$ cat config.mk
export PLATFORM = sky130hd
export DESIGN_NAME = muldiv_unit
export DESIGN_NICKNAME = d
export VERILOG_FILES = /design/src/rtl/muldiv_unit.sv
export SDC_FILE = /design/constraint.sdc
export NUM_CORES = 1
export LEC_CHECK = 0
export CAP_MARGIN = 10
export CORE_MARGIN = 3
export CORE_UTILIZATION = 45
export CTS_CLUSTER_SIZE = 10
export DETAILED_ROUTE_END_ITERATION = 8
export PLACE_DENSITY = 0.68
export SYNTH_ARGS = -nofsm -noshare
export SYNTH_HDL_FRONTEND = slang
export SYNTH_SLANG_ARGS = --single-unit
$ cat constraint.sdc
create_clock -name clk -period 3 [get_ports clk]
set_input_delay 0.3 -clock clk [delete_from_list [all_inputs] [get_ports clk]]
set_output_delay 0.3 -clock clk [all_outputs]
set_load 0.01 [all_outputs]
$ cat src/rtl/muldiv_unit.sv
// Iterative RV32M multiply/divide unit: shift-add multiply, restoring divide.
// Ports: clk, rst (sync, active-high), start/funct3/rs1_data/rs2_data/rd_in
//   request, kill flush; busy, done pulse, result, rd_out writeback.
module muldiv_unit #(
   parameter int n = 32
) (
   input  logic         clk,
   input  logic         rst,
   input  logic         start,
   input  logic [2:0]   funct3,
   input  logic [n-1:0] rs1_data,
   input  logic [n-1:0] rs2_data,
   input  logic [4:0]   rd_in,
   input  logic         kill,
   output logic         busy,
   output logic         done,
   output logic [n-1:0] result,
   output logic [4:0]   rd_out
);

   localparam int CW = $clog2(n) + 1;

   typedef enum logic [1:0] {
      IDLE,
      RUN,
      DONE
   } state_t;

   state_t          state_q, state_d;
   logic [CW-1:0]   cnt_q, cnt_d;
   logic            last_q, last_d;

   logic [2:0]      f_q;
   logic            an_q, bn_q, divz_q;
   logic [n-1:0]    opd_q, a_q;
   logic [2*n-1:0]  acc_q;
   logic [n-1:0]    fin_q, res_q;
   logic [4:0]      rdc_q, rdo_q;

   // operand decode at accept
   logic            is_div, a_sgn, b_sgn, a_neg, b_neg;
   logic [n-1:0]    a_mag, b_mag;

   always_comb begin
      is_div = funct3[2];
      a_sgn  = is_div ? ~funct3[0] : (funct3[1:0] != 2'b11);
      b_sgn  = is_div ? ~funct3[0] : ~funct3[1];
      a_neg  = a_sgn & rs1_data[n-1];
      b_neg  = b_sgn & rs2_data[n-1];
      a_mag  = a_neg ? -rs1_data : rs1_data;
      b_mag  = b_neg ? -rs2_data : rs2_data;
   end

   // one iteration of each algorithm
   logic [n:0]      mul_sum;
   logic [2*n-1:0]  mul_nxt;
   logic [n:0]      div_hi, div_trial;
   logic [2*n-1:0]  div_nxt;

   always_comb begin
      mul_sum   = {1'b0, acc_q[2*n-1:n]}
                + {1'b0, (acc_q[0] ? opd_q : '0)};
      mul_nxt   = {mul_sum, acc_q[n-1:1]};
      // remainder stays below the divisor, so the difference fits n bits
      div_hi    = acc_q[2*n-1:n-1];
      div_trial = div_hi - {1'b0, opd_q};
      div_nxt   = div_trial[n]
                ? {acc_q[2*n-2:0], 1'b0}
                : {div_trial[n-1:0], acc_q[n-2:0], 1'b1};
   end

   // sign fix-up and result select
   logic [2*n-1:0]  prod_s;
   logic [n-1:0]    quot, rem, fin_val;

   always_comb begin
      prod_s  = (an_q ^ bn_q) ? -acc_q : acc_q;
      quot    = (an_q ^ bn_q) ? -acc_q[n-1:0] : acc_q[n-1:0];
      rem     = an_q ? -acc_q[2*n-1:n] : acc_q[2*n-1:n];
      fin_val = '0;
      case (f_q)
         3'b000:  fin_val = prod_s[n-1:0];
         3'b001,
         3'b010,
         3'b011:  fin_val = prod_s[2*n-1:n];
         3'b100,
         3'b101:  fin_val = divz_q ? '1 : quot;
         default: fin_val = divz_q ? a_q : rem;
      endcase
   end

   // control FSM
   logic accept, step, fin, commit;

   always_comb begin
      state_d = state_q;
      cnt_d   = cnt_q;
      last_d  = last_q;
      accept  = 1'b0;
      step    = 1'b0;
      fin     = 1'b0;
      commit  = 1'b0;
      case (state_q)
         IDLE: begin
            if (start && !kill) begin
               accept  = 1'b1;
               state_d = RUN;
               cnt_d   = CW'(n - 1);
               last_d  = 1'b0;
            end
         end
         RUN: begin
            if (kill) begin
               state_d = IDLE;
            end else if (last_q) begin
               // extra edge registers the signed/selected result
               fin     = 1'b1;
               state_d = DONE;
            end else begin
               step = 1'b1;
               if (cnt_q == '0) last_d = 1'b1;
               else             cnt_d  = cnt_q - CW'(1);
            end
         end
         DONE: begin
            commit  = ~kill;
            state_d = IDLE;
         end
         default: state_d = IDLE;
      endcase
   end

   always_ff @(posedge clk) begin
      if (rst) begin
         state_q <= IDLE;
         cnt_q   <= '0;
         last_q  <= 1'b0;
      end else begin
         state_q <= state_d;
         cnt_q   <= cnt_d;
         last_q  <= last_d;
      end
   end

   always_ff @(posedge clk) begin
      if (rst) begin
         f_q    <= '0;
         an_q   <= 1'b0;
         bn_q   <= 1'b0;
         divz_q <= 1'b0;
         opd_q  <= '0;
         a_q    <= '0;
         acc_q  <= '0;
         fin_q  <= '0;
         res_q  <= '0;
         rdc_q  <= '0;
         rdo_q  <= '0;
      end else begin
         if (accept) begin
            f_q    <= funct3;
            an_q   <= a_neg;
            bn_q   <= b_neg;
            divz_q <= (rs2_data == '0);
            a_q    <= rs1_data;
            opd_q  <= is_div ? b_mag : a_mag;
            acc_q  <= {{n{1'b0}}, (is_div ? a_mag : b_mag)};
            rdc_q  <= rd_in;
         end
         if (step) acc_q <= f_q[2] ? div_nxt : mul_nxt;
         if (fin)  fin_q <= fin_val;
         if (commit) begin
            res_q <= fin_q;
            rdo_q <= rdc_q;
         end
      end
   end

   assign busy   = (state_q != IDLE);
   assign done   = (state_q == DONE);
   assign result = done ? fin_q : res_q;
   assign rd_out = done ? rdc_q : rdo_q;

endmodule

==> qor.txt <==
Initial antenna violation count -> 2
Seq/Total Area, Yosys -> 24.7%
Distinct cells, synth -> 85
I/O Pins -> 115
Clk_lat worst skew -> 0.57 ns
CP Data Required Time -> 3.49 ns
DR WL/cell -> 22.2 um
Synth top cells by count -> 354 x nand2_1, 303 x a21oi_1, 232 x nor2_1
Worst IR drop on VDD -> 0.427 mV
Vias in the first global route -> 18800
Leakage -> 9.40 nW
First-pass GRT wire length -> 110 mm
Routed wl met2 -> 31.1 mm
Setup violators final -> 11
Top-area cell type share of the netlist area -> 24.7%
Skew final -> 0.0160 ns
Slew HR -> 39.5%
Worst-Margin Slew -> 0.898 ns
Tcrit/Tclk final -> 102%
DR top layer -> met5
Pwr Total -> 8.57 mW
Area leader, netlist -> dfxtp_1
Routability cong. -> 1.02
Rows -> 71
Crit-path cells -> inv_2 -> ha_4 -> fa_2 -> nand2b_4 -> a21oi_4 -> o211ai_1 -> buf_4 -> o41ai_4 -> or4_4 -> nand3_1 -> buf_4 -> a211oi_1 -> a32oi_1 -> o211ai_1
H-tree levels -> 1
Post-route antenna net violation count -> 0
Top-count cell post-synth -> nand2_1
Post-synthesis register bit count -> 217
M1 WL -> 31.6 mm
Fraction of layout cells with a size suffix above 1 -> 22.8%
Unrepaired setup endpoints after global routing -> true
Port-buffer cells -> 114
Failing checks -> setup timing
Top cells by area, synth -> dfxtp_1 25%, a21oi_1 8.6%, nand2_1 7.6%
P&R area growth vs syn -> 31.9%
Synthesized area -> 0.0176 mm^2
Post-Route WL -> 73.0 mm
Die Ht -> 204 um
Most used DFF post-synth -> dfxtp_1
Status -> finished with violations
CTS tree -> done
DP Wirelength -> 57.0 mm
Pwr dens -> 369 mW/mm^2
Cells after Synth -> 2445
Met3 Wirelength -> 6.58 mm
Worst-path clk slew -> 0.06 ns
Max-Cap Viols -> 0
Worst setup path class -> reg -> reg
Setup slack after layout -> -0.0607 ns
DR iter-0 viols -> 1957
CP arrival -> 3.55 ns
DRC viols -> 0
Layout Cells excl Fill -> 3291
Critical Path Max Stage Delay -> 0.39 ns
CTS sink cnt -> 217
Pre-antenna DRT Iters -> 6
Syn_area_per_cell -> 7.20 um^2
Achievable Freq -> 327 MHz
Ys Warns -> 0
Placed insts -> 3234
Via count -> 19900
Final nets -> 2918
Largest net degree at the start of global routing -> 187
Gr usage total -> 33.7%
Crit path max-delay cell type -> fa_2
Hold WC Path Type -> in -> reg
Die width -> 204 um
Setup crit start kind -> register
Die area -> 0.0415 mm^2
Post-Syn Nets -> 2593
Crit. End Element -> register
CTS buffer count -> 28
Grt total ovfl -> 0
Crit-path max FO -> 15
Clk root buf -> clkbuf_16
Post-synthesis async set-or-reset flop share -> 0%
Core ar. -> 0.0381 mm^2
CTS max path bufs -> 3
Final Hold Fails -> 0
Final min period -> 3.06 ns
ANT cells -> 0
Initial Utilization -> 46.2%
Final Max Tran Viols -> 0
Vias per std cell -> 6.04
EDFF count, synth -> 0
-- cell usage in the layout, fill, tap and decap left out, types with 34 or more instances in the layout --
cell             instances
a211oi_1                37
a21o_1                  34
a21oi_1                291
buf_4                  354
clkdlybuf4s50_1        112
dfxtp_1                203
ha_1                    55
inv_1                   58
mux2_2                  39
mux2i_1                 62
nand2_1                351
nor2_1                 226
nor3_1                  53
o21ai_0                112
xnor2_1                 98
xor2_1                  99
-- final timing paths --
| path | from | endpoint | slack [ns] | cells past startpoint |
|---|---|---|---|---|
| worst min register to register | res_q[24] | res_q[24] | 0.45 | 2 |
| worst min-delay path | funct3[2] | acc_q[4] | 0.16 | 4 |
| worst max register to register | acc_q[31] | acc_q[62] | -0.06 | 14 |
| worst max-delay path | acc_q[31] | acc_q[62] | -0.06 | 14 |
-- through the flow --
stage | TNS [ns] | hold slack, ns | worst slack, ns | utilization [%] | cell area [um^2]
floorplan | 0 | 0.432 | 0.0226 | - | 17600
global placement | -2.86 | 0.439 | -0.327 | 56.4 | 21500
detailed placement | -5.77 | 0.446 | -0.348 | 56.4 | 21500
CTS | -0.0767 | 0.144 | -0.0352 | 59.4 | 22600
global route | -3.07 | 0.210 | -0.170 | 60.9 | 23200
finish | -0.208 | 0.164 | -0.0607 | 60.9 | 23200
-- area by class of cell --
cell class                      instances  area (um^2)
Sequential cell                       217         4370
Clock buffer                           32          736
Inverter                               68          258
Tap cell                              511          639
Clock inverter                          8         57.6
Timing Repair Buffer                  492         4170
Multi-Input combinational cell       1963        13000
Fill cell                            3461        14900
-- routing by layer --
layer  up-vias  global-route usage, %
met2       979                   52.1
met5         -                      0
met1      9384                   46.5
met4         2                   12.8
li1       9321                      -
met3       185                   6.70
-- state kept, by name, indices dropped and copies added, names as in the netlist --
register and count:
bn_q 1, divz_q 1, state_q 2, res_q 32
an_q 1, opd_q 32, rdc_q 5, a_q 32
cnt_q 6, f_q 3, rdo_q 5, acc_q 64
last_q 1, fin_q 32
-- cells by family after synthesis --
group	synth area share, %
simple gates	21.6
compound gates	26.5
buf+inv	6.01
flops	24.7
xor+xnor	9.90
mux	6.14
fa+ha+maj	5.20
-- repair_timing --
| item | CTS | global route |
|---|---|---|
| hold buffers | 0 | 0 |
| pin swaps | 24 | 66 |
| setup endpoints to repair | 41 | 46 |
| buffers inserted | 3 | 14 |
| resized for setup | 68 | 132 |
-- where the power goes --
part	internal (mW)	leakage (nW)	switching, mW
logic	1.05	7.24	1.42
clock network	1.72	0.393	1.31
registers	2.98	1.77	0.0919
total	5.75	9.40	2.82
-- critical path: cells and delay by family, from the launching register on --
family	cells	cell delay (ns)
flops	1	0.33
fa+ha+maj	2	0.54
simple gates	3	0.49
buf+inv	3	0.44
compound gates	6	1.16
(Power assumes the default switching activity.)
==> RTL edit 1: new RTL, same settings <==
Set the parameter `n` to 16 (it was 32).
--- a/src/rtl/muldiv_unit.sv
+++ b/src/rtl/muldiv_unit.sv
@@ -2,7 +2,7 @@
 // Ports: clk, rst (sync, active-high), start/funct3/rs1_data/rs2_data/rd_in
 //   request, kill flush; busy, done pulse, result, rd_out writeback.
 module muldiv_unit #(
-   parameter int n = 32
+   parameter int n = 16
 ) (
    input  logic         clk,
    input  logic         rst,
Interface: changed (resized result, rs1_data and rs2_data); port bits go from 115 to 67. The function was not compared with the original's and may differ.
==> RTL edit 1 against the unedited design <==
- core utilization shrank 4.7 points
- wire length shrank 62%
- via count shrank 56%
- hold slack lost 50 ps
- worst setup slack gained 160 ps
- cell area shrank 54%
- clock skew shrank 9.1 ps
- non-clock buffer count shrank 360
- sequential cell count shrank 97
- area after synthesis shrank 50%
- die area shrank 48%
- total power shrank 45%
- first-iteration DRC count shrank 68%
- largest cell class unchanged
==> RTL edit 1: results (changes against the unedited design) <==
stage,metric,value,unit,change
detailed_routing,WL/cell,18.1,um,was 22.2 um
synth,Post-Synth Adder-Cell Area,5.82,%,was 5.20%
synth,Synth Area in Compound Gates,23.5,%,was 26.5%
synth,Post-Synth XOR/XNOR Area,9.60,%,was 9.90%
clocking,number of H-tree levels,4,,was 1
synth,post-synth net total,1276,,was 2593
placement,Port-buffer cells,66,,was 114
critical_path,FF-to-FF setup slack,100,ps,was -60 ps
placement,placer congestion estimate,0.959,,was 1.02
global_route,largest net degree at the start of global routing,69,,was 187
placement,DP Cell Count,1498,,was 3234
critical_path,Reg2Reg Depth,12,,was 14
global_route,initial antenna violation count,0,,was 2
synth,post-synth cell types,73,,was 85
final_layout,share of post-route cells with drive strength above 1,12.5,%,was 22.8%
power_and_ir_drop,Tot Pwr,4750,uW,was 8570 uW
placement,HPWL Detailed,20800,um,was 57000 um
detailed_routing,Via density,5.75,,was 6.04
critical_path,max incr delay on CP,350,ps,was 390 ps
final_layout,Multi-input gate area,6040,um^2,was 13000 um^2
power_and_ir_drop,Clk. pwr,2030,uW,was 3030 uW
synth,Avg Inst Size Synth,7.43,um^2,was 7.20 um^2
power_and_ir_drop,Peak VDD IR,0.385,mV,was 0.427 mV
synth,sequential area share after synthesis,27.1,%,was 24.7%
critical_path,worst setup path endpoint,acc_q[16],,was acc_q[62]
critical_path,crit path DAT,3230,ps,was 3550 ps
synth,Post-synth top cells,"nand2_1, dfxtp_1, a21oi_1",,"was nand2_1, a21oi_1, nor2_1"
detailed_routing,DR pass1 iterations,7,,was 6
global_route,wire length of the first global-routing pass,43900,um,was 110000 um
power_and_ir_drop,P_leak,0.00409,uW,was 0.00940 uW
clocking,cts repair resizes,2,,was 68
placement,DP Area,10000,um^2,was 21500 um^2
detailed_routing,via count of the routed design,8821,,was 19900
global_route,vias in the first global route,8075,,was 18800
power_and_ir_drop,seq pwr,1710,uW,was 3070 uW
synth,mux share of post-synthesis cell area,7.16,%,was 6.14%
sta,hold_ws,115,ps,was 164 ps
clocking,Clock Path Buffers,2,,was 3
critical_path,R2R Path Start,acc_q[15],,was acc_q[31]
final_layout,max reg flops,32,,was 64
worst_hold_path,Worst Hold End,acc_q[0],,was acc_q[4]
synth,largest cells by area after synthesis,"dfxtp_1, nand2_1, a21oi_1",,"was dfxtp_1, a21oi_1, nand2_1"
status,status,"finished, final reports clean",,"was finished, violations left"
detailed_routing,initial DRC count,622,,was 1957
sta,Worst Skew,6.92,ps,was 16.0 ps
global_route,gr usage total,25.4,%,was 33.7%
sta,worst slew pin tran,1210,ps,was 898 ps
power_and_ir_drop,cell-internal power,3260,uW,was 5750 uW
clocking,CTS Root Cell,clkbuf_16,,unchanged
placement,DP Worst Slack,-1.21,ps,was -348 ps
final_layout,fillers,1810,,was 3461
clocking,number of buffers created by CTS,17,,was 28
worst_hold_path,min-delay src,rst,,was funct3[2]
clocking,clock transition at the registers of the reported paths,60,ps,about the same
sta,endpoints failing setup,0,,was 11
clocking,setup repair bufs after CTS,1,,was 3
==> RTL edit 1: changes by cell type in the layout (fill, tap and decap cells not counted), sizes merged, moves of 32 or more <==
cell | before | now
a21oi | 303 | 114
buf | 380 | 67
clkdlybuf4s50 | 112 | 65
dfxtp | 217 | 120
ha | 70 | 38
nand2 | 356 | 196
nor2 | 234 | 106
o21ai | 150 | 65
xnor2 | 99 | 51
xor2 | 100 | 44
==> RTL edit 1: layout make-up <==
cell class / instances / share of cell area [%]
Tap cell: 260 / 3.04
Inverter: 41 / 1.44
Timing Repair Buffer: 132 / 11.1
Sequential cell: 120 / 22.5
Clock inverter: 15 / 1.46
Multi-Input combinational cell: 948 / 56.5
Clock buffer: 17 / 3.98
==> RTL edit 1: layer usage <==
layer	vias to the layer above	GRT usage, %	wire length, um
li1	4349	-	-
met1	4174	36.4	13000
met2	255	39.0	12500
met3	43	4.38	1600
met4	0	7.67	578
met5	-	0	0
==> RTL edit 2: new RTL, same flow settings <==
Without the edit above. Register the outputs `busy`, `result` and `rd_out`, cleared by the reset; this adds one clock of latency there. The other outputs are not delayed to match.
--- a/src/rtl/muldiv_unit.sv
+++ b/src/rtl/muldiv_unit.sv
@@ -175,10 +175,18 @@
       end
    end
 
-   assign busy   = (state_q != IDLE);
    assign done   = (state_q == DONE);
-   assign result = done ? fin_q : res_q;
-   assign rd_out = done ? rdc_q : rdo_q;
+   always_ff @(posedge clk) begin
+      if (rst) begin
+         busy   <= '0;
+         result <= '0;
+         rd_out <= '0;
+      end else begin
+         busy   <= (state_q != IDLE);
+         result <= done ? fin_q : res_q;
+         rd_out <= done ? rdc_q : rdo_q;
+      end
+   end
 
 endmodule
 
Function: changed (a bounded check fails within 4 cycles, from zero or initial values and one cycle with rst high).
==> RTL edit 2 against the unedited design <==
- the run still ends with setup timing left
- worst setup slack worse by 210 ps
- global-route usage is 0.87 points lower
- via count is 0.90% higher
- count of clock-buffer cells in the layout is 6 higher
- wire length is 0.85% lower
- combinational power is 8% higher
- sequential cell count is 38 higher
- hold slack better by 110 ps
- area after synthesis is 2.5% higher
- total power is 14% higher
- cell area is 1.6% higher
- synthesized cell count is 3.6% higher
- largest cell class unchanged
==> RTL edit 2: results (changes against the unedited design) <==
stage,metric,value,unit,change
status,status,"finished, violations left",,unchanged
status,violated checks,setup timing,,unchanged
critical_path,"Max FO, Critical Path",3,,was 15
synth,largest cells by area after synthesis,"dfxtp_1, a21oi_1, nand2_1",,unchanged
synth,Post-synth top cells,"nand2_1, a21oi_1, nor2_1",,unchanged
sta,Worst Skew,15.1,ps,was 16.0 ps
placement,placer congestion estimate,0.984,,was 1.02
power_and_ir_drop,Peak VDD IR,0.376,mV,was 0.427 mV
final_layout,fillers,3636,,was 3461
final_layout,share of post-route cells with drive strength above 1,18.6,%,was 22.8%
global_route,wire length of the first global-routing pass,109000,um,was 110000 um
sta,final worst setup slack,-267,ps,was -60.7 ps
sta,Slew headroom,47.8,%,was 39.5%
sta,endpoints failing setup,22,,was 11
synth,post-synth net total,2680,,was 2593
sta,hold_ws,275,ps,was 164 ps
power_and_ir_drop,P_leak,0.00929,uW,was 0.00940 uW
detailed_routing,initial DRC count,2039,,was 1957
sta,Final TNS setup,-2650,ps,was -208 ps
global_route,gr usage total,32.8,%,was 33.7%
global_route,largest net degree at the start of global routing,77,,was 187
global_route,initial antenna violation count,0,,was 2
critical_path,crit path DAT,3740,ps,was 3550 ps
clocking,number of buffers created by CTS,31,,was 28
synth,sequential area share after synthesis,28.3,%,was 24.7%
## RTL edit 2: worst paths after layout
check                           cells past startpoint        end       from
worst max-delay path                               15  acc_q[57]   opd_q[0]
worst min-delay path                                3   rdc_q[0]   rd_in[0]
worst max register to register                     15  acc_q[57]   opd_q[0]
worst min register to register                      2  res_q[28]  res_q[28]
## RTL edit 2: cell type report
type	instances	area (um^2)	area share, %
tap	518	648	2.75
timing repair buffer	475	4040	17.1
clock buffer	38	862	3.65
multi-input combinational	2013	12600	53.3
sequential	255	5120	21.7
clock inverter	3	47.5	0.202
inverter	75	292	1.24
## RTL edit 2: stage by stage
| step | std cells | setup WS [ps] | total power (uW) |
|---|---|---|---|
| floorplan | 2532 | -83.3 | 4980 |
| global placement | 3307 | -605 | 6000 |
| detailed placement | 3307 | -651 | 6030 |
| CTS | 3360 | -277 | 9580 |
| global route | 3377 | -355 | 10100 |
| finish | 3377 | -267 | 9780 |
## RTL edit 2: worst max-delay path, stage by stage, from the launching register on
cell,delay [ps]
dfxtp_4,360
and2_4,140
ha_4,160
inv_2,50
fa_2,200
nand2b_4,150
a21oi_4,60
o41a_1,390
o211ai_1,200
buf_4,160
a211oi_2,60
or4_4,570
buf_4,160
xor2_1,130
a222oi_1,280
nand2_1,80
## RTL edit 2: cell families (layout without fill, tap and decap cells)
| kind of cell | after synthesis | count (layout) | synth area share, % |
|---|---|---|---|
| adder cells (fa/ha/maj) | 72 | 72 | 5.08 |
| AND/OR/NAND/NOR | 913 | 913 | 22.0 |
| flip-flops | 255 | 255 | 28.3 |
| buffers and inverters | 264 | 591 | 5.57 |
| AO/OA/AOI/OAI | 774 | 774 | 26.3 |
| XOR/XNOR | 203 | 203 | 9.86 |
| multiplexers | 51 | 51 | 2.84 |
## RTL edit 2: timing repair
item	CTS	global route
endpoints found under the hold margin	3	0
setup endpoints to repair	42	54
resized for setup	55	111
gates cloned	2	3
setup buffers	9	18
hold buffers	1	0
pin swaps	24	52
## RTL edit 2: power groups by stage
stage / combinational (uW) / clock (uW) / sequential, uW
3_5_place_dp: 2360 / 0 / 3660
4_1_cts: 2450 / 3540 / 3590
2_1_floorplan: 1350 / 0 / 3630
3_3_place_gp: 2340 / 0 / 3660
5_1_grt: 2840 / 3670 / 3610
6_report: 2660 / 3520 / 3600
## RTL edit 2: metal layers
layer	global-route usage, %	wire (um)
met1	46.1	31200
met3	5.54	6750
met2	50.8	31100
met4	11.8	3360
met5	0	0
